[config.mk]
export PLATFORM = sky130hd
export DESIGN_NAME = pc_sequencer
export DESIGN_NICKNAME = d
export VERILOG_FILES = /design/src/rtl/pc_sequencer.sv
export SDC_FILE = /design/constraint.sdc
export NUM_CORES = 1
export LEC_CHECK = 0
export ABC_AREA = 1
export CORE_AREA = 2 2 77 79
export DETAILED_ROUTE_END_ITERATION = 10
export DIE_AREA = 0 0 79 81
export PLACE_DENSITY = 0.78
export SYNTH_ARGS = -nofsm -noshare
export SYNTH_HDL_FRONTEND = slang
export SYNTH_SLANG_ARGS = --single-unit
[constraint.sdc]
create_clock -name clk -period 1.7 [get_ports clk]
set_input_delay 0.34 -clock clk [delete_from_list [all_inputs] [get_ports clk]]
set_output_delay 0.34 -clock clk [all_outputs]
set_load 0.005 [all_outputs]
[src/rtl/pc_sequencer.sv]
// pc_sequencer
// Purpose: holds the fetch program counter and selects the next one each cycle.
//   The candidates are the exception vector, the saved exception return PC,
//   a RET target, a branch/jump target, the current PC held for a stall, and
//   the sequential increment. A three-state FSM (RUN, EXC, HALT) tracks
//   exception handling and the halted condition.
// Ports:
//   clk       in   single clock; all state updates on its rising edge
//   rst       in   synchronous active-high reset
//   stall     in   hold the PC (fetch bubble)
//   br_taken  in   resolved conditional branch taken
//   jmp       in   unconditional jump
//   brj_dest  in   branch/jump target
//   ret       in   RET
//   alu_out   in   RET target
//   siic      in   exception request
//   rti       in   return from exception
//   halt_req  in   HALT instruction
//   pc        out  current fetch PC (registered)
//   pc_inc    out  pc + INC, combinational, wraps modulo 2^WIDTH
//   epc       out  saved exception return PC (registered)
//   redirect  out  one-cycle pulse: pc was loaded non-sequentially
//   in_exc    out  high while in EXC
//   halted    out  high while in HALT
module pc_sequencer #(
  parameter int unsigned       WIDTH     = 16,
  parameter logic [WIDTH-1:0]  RESET_VEC = '0,
  parameter logic [WIDTH-1:0]  EXC_VEC   = WIDTH'(2),
  parameter int unsigned       INC       = 2
) (
  input  logic             clk,
  input  logic             rst,
  input  logic             stall,
  input  logic             br_taken,
  input  logic             jmp,
  input  logic [WIDTH-1:0] brj_dest,
  input  logic             ret,
  input  logic [WIDTH-1:0] alu_out,
  input  logic             siic,
  input  logic             rti,
  input  logic             halt_req,
  output logic [WIDTH-1:0] pc,
  output logic [WIDTH-1:0] pc_inc,
  output logic [WIDTH-1:0] epc,
  output logic             redirect,
  output logic             in_exc,
  output logic             halted
);

  typedef enum logic [1:0] {
    ST_RUN  = 2'd0,
    ST_EXC  = 2'd1,
    ST_HALT = 2'd2
  } state_t;

  state_t           state_reg, state_next;
  logic [WIDTH-1:0] pc_reg, pc_next;
  logic [WIDTH-1:0] epc_reg, epc_next;
  logic             redirect_reg, redirect_next;

  // Truncation to WIDTH bits gives the modulo 2^WIDTH wrap for free.
  assign pc_inc = pc_reg + WIDTH'(INC);

  always_ff @(posedge clk) begin
    if (rst) begin
      state_reg    <= ST_RUN;
      pc_reg       <= RESET_VEC;
      epc_reg      <= '0;
      redirect_reg <= 1'b0;
    end else begin
      state_reg    <= state_next;
      pc_reg       <= pc_next;
      epc_reg      <= epc_next;
      redirect_reg <= redirect_next;
    end
  end

  // Next-state / next-PC selection. The if-chain order is the priority:
  // siic, rti, ret, jmp/br_taken, halt_req, stall, increment.
  always_comb begin
    state_next    = state_reg;
    pc_next       = pc_reg;
    epc_next      = epc_reg;
    redirect_next = 1'b0;
    case (state_reg)
      ST_RUN, ST_EXC: begin
        if (siic) begin
          if (state_reg == ST_RUN) begin
            pc_next       = EXC_VEC;
            epc_next      = pc_inc;
            state_next    = ST_EXC;
            redirect_next = 1'b1;
          end else begin
            // Double fault: freeze everything and stop.
            state_next = ST_HALT;
          end
        end else if (rti && state_reg == ST_EXC) begin
          pc_next       = epc_reg;
          state_next    = ST_RUN;
          redirect_next = 1'b1;
        end else if (rti) begin
          // rti outside a handler is an ordinary sequential instruction;
          // it still outranks ret/jmp/br_taken, so those are not taken.
          if (halt_req) begin
            state_next = ST_HALT;
          end else if (!stall) begin
            pc_next = pc_inc;
          end
        end else if (ret) begin
          pc_next       = alu_out;
          redirect_next = 1'b1;
        end else if (jmp || br_taken) begin
          pc_next       = brj_dest;
          redirect_next = 1'b1;
        end else if (halt_req) begin
          state_next = ST_HALT;
        end else if (!stall) begin
          pc_next = pc_inc;
        end
      end
      default: begin
        // HALT (and any unreachable encoding): only rst leaves this state.
        state_next = ST_HALT;
      end
    endcase
  end

  assign pc       = pc_reg;
  assign epc      = epc_reg;
  assign redirect = redirect_reg;
  assign in_exc   = (state_reg == ST_EXC);
  assign halted   = (state_reg == ST_HALT);

endmodule

==> results.ini <==
[status]
status = complete, but fails checks
violations = setup timing

[clocking]
cts_sinks = 35
cts.clk_slew.worst_paths_ns = 0.07
clkLatencyLatePin_ns = 0.29
cts-root-buf = clkbuf_8
numCtsBuffers = 5
hold_buffers = 0
cts_tree = built
htree_levels = 2
clockBufferDepth = 2

[global_route]
met3_usage = 0.0622
grt.met1_usage = 0.339
gr-usage-met2 = 0.536
antenna_found_initial = 0
grt_pass1_vias = 3189
grt_max_degree = 17
grt_pass1_wl_um = 14800
top_usage_layer = met2
overflow = 0
grt_use_total = 0.295

[timing]
rsz0062_at_grt = yes
slew_headroom = 0.757
period_minus_slack_ns = 1.96
fin_ws_ns = -0.260
maxSlewViolCount = 0
clock.fmax_mhz = 510
hold_viol = 0
max_slew.worst_pin.slew_ns = 0.363
finalCritPeriodShare = 1.15
finalSetupViolCount = 16
finClkSkew_ns = 0.00521

[route]
wl_per_cell_um = 17.3
drt_pre_antenna_iters = 6
num_vias = 3500
avgViaCountPerCell = 5.67
drt_iter0_markers = 278
routed_wl_um = 10700
drtAntennaViolNets = 0
drt_drc_violations_left = 0

[floorplanning]
rows = 28
die_area_um2 = 6400
die_width_um = 79
io_pins = 92
start_util = 0.418
core-area_um2 = 5680
die_y_um = 81

[synthesis]
synth_top_area_frac = 0.296
synth_edf_count = 0
syn_area_um2 = 2370
synth-seq-cells = 35
ys.flop_type = dfxtp_1
yosysTopAreaCell = dfxtp_1
ys_types = 33
yosysWarnings = 0
syn_nets = 414
syn_avg_cell_area_um2 = 6.37
synth-async-reset-ratio = 0
synth.most_common_cell = nand2_1
syn_inst = 372
synth_top_cells_by_area = dfxtp_1 (30%), nand2_1 (12%), nor2_1 (8.1%), a21oi_1 (8.0%), inv_1 (5.1%)
ys_seq_area_frac = 0.296
synth_common_cells = nand2_1 (78), nor2_1 (51), a21oi_1 (38), dfxtp_1 (35), inv_1 (32)

[setup_path]
end_kind = output port
required_ns = 1.36
worstSetupPathType = register to output port
start_kind = register
crit_arrival_ns = 1.62
crit_fanout = 3

[cells_and_area]
antennaDiodeCount = 0
drive_above_1_share = 0.338
layout.nets = 584
layoutNonFillerInstCount = 617
finalInstanceArea_um2 = 4350
area_growth_pct = 83.5

[power_and_ir_drop]
leakagePower_nw = 2.02
power_density_nw_per_um2 = 616
ir_drop_mv = 0.372

[place]
gp_congestion = 0.884
port_buffers = 91
post_dp_cell_area_um2 = 3760
dpl.cell_count = 580
dpl.hpwl_um = 6320

[flow_run]
drv_cap = 0

[worst_hold_path]
hp-class = register to register

report_power, final:
part           switching (mW)  internal (mW)  leakage (nW)  total, mW
Sequential             0.0772          0.898         0.294      0.975
Combinational           0.511          0.559          1.68       1.07
Clock                   0.313          0.318        0.0470      0.632
cell usage in the layout (no fill, tap or decap), types with 13 or more instances in the layout:
master and n:
buf_4 75, clkdlybuf4s50_1 70, nand2_1 65, nor2_1 50
a21oi_1 36, inv_1 29, dfxtp_1 24, o21ai_0 23
o21ai_1 18, buf_6 14, nand3_1 13
metal layers:
layer | vias up | part of all wire
li1 | 1558 | -
met1 | 1617 | 0.37
met2 | 253 | 0.48
met3 | 72 | 0.092
met4 | 0 | 0.056
met5 | - | 0
layout make-up:
type | count | area, µm²
Multi-Input combinational cell | 283 | 1670
Timing Repair Buffer | 179 | 1620
Fill cell | 372 | 1330
Sequential cell | 35 | 729
Inverter | 37 | 145
Tap cell | 75 | 93.8
Clock buffer | 6 | 82.6
Timing Repair inverter | 1 | 7.51
Clock inverter | 1 | 5.00
repair_timing:
action | CTS | global route
gates cloned | 0 | 1
setup buffers | 29 | 5
pin swaps | 27 | 17
gates resized for setup | 104 | 39
setup endpoints to repair | 18 | 27
worst max-delay path: stages, from the launching register on:
cell and delay, ns:
dfxtp_2 0.36, ha_4 0.18, nand3_4 0.10, nor2_4 0.13, nand3_1 0.09, nand2_1 0.11
and2_4 0.15, clkdlybuf4s15_2 0.20
logic make-up (layout without fill, tap and decap cells):
group / count (synthesis) / count (layout) / synth area share
simple gates: 176 / 176 / 0.329
compound gates: 93 / 93 / 0.215
buf+inv: 54 / 224 / 0.0998
flops: 35 / 35 / 0.296
xor+xnor: 7 / 7 / 0.0290
mux: 6 / 6 / 0.0253
fa+ha+maj: 1 / 1 / 0.00528
through the flow:
step | setup WS (ns) | util | hold WS (ns) | power (mW) | TNS, ns
6_report | -0.260 | 0.766 | 0.477 | 2.68 | -1.98
5_1_grt | -0.291 | 0.766 | 0.488 | 2.80 | -3.01
4_1_cts | -0.194 | 0.744 | 0.474 | 2.58 | -1.58
3_5_place_dp | -0.371 | 0.662 | 0.480 | 1.91 | -6.31
3_3_place_gp | -0.300 | 0.662 | 0.473 | 1.90 | -5.44
2_1_floorplan | 0.116 | - | 0.473 | 1.38 | 0
final timing paths:
| path | startpoint | to | slack, ns | depth (start not counted) |
|---|---|---|---|---|
| worst max-delay path | pc[2]$_SDFFE_PP0P_ | pc_inc[15] | -0.26 | 7 |
| worst min-delay path | state_reg[1]$_SDFFE_PP0P_ | state_reg[0]$_SDFFE_PP0P_ | 0.48 | 1 |
| worst max register to register | pc[1]$_SDFFE_PP0P_ | pc[12]$_SDFFE_PP0P_ | -0.24 | 16 |
| worst min register to register | state_reg[1]$_SDFFE_PP0P_ | state_reg[0]$_SDFFE_PP0P_ | 0.48 | 1 |
Power figures use the tool's default switching activity.
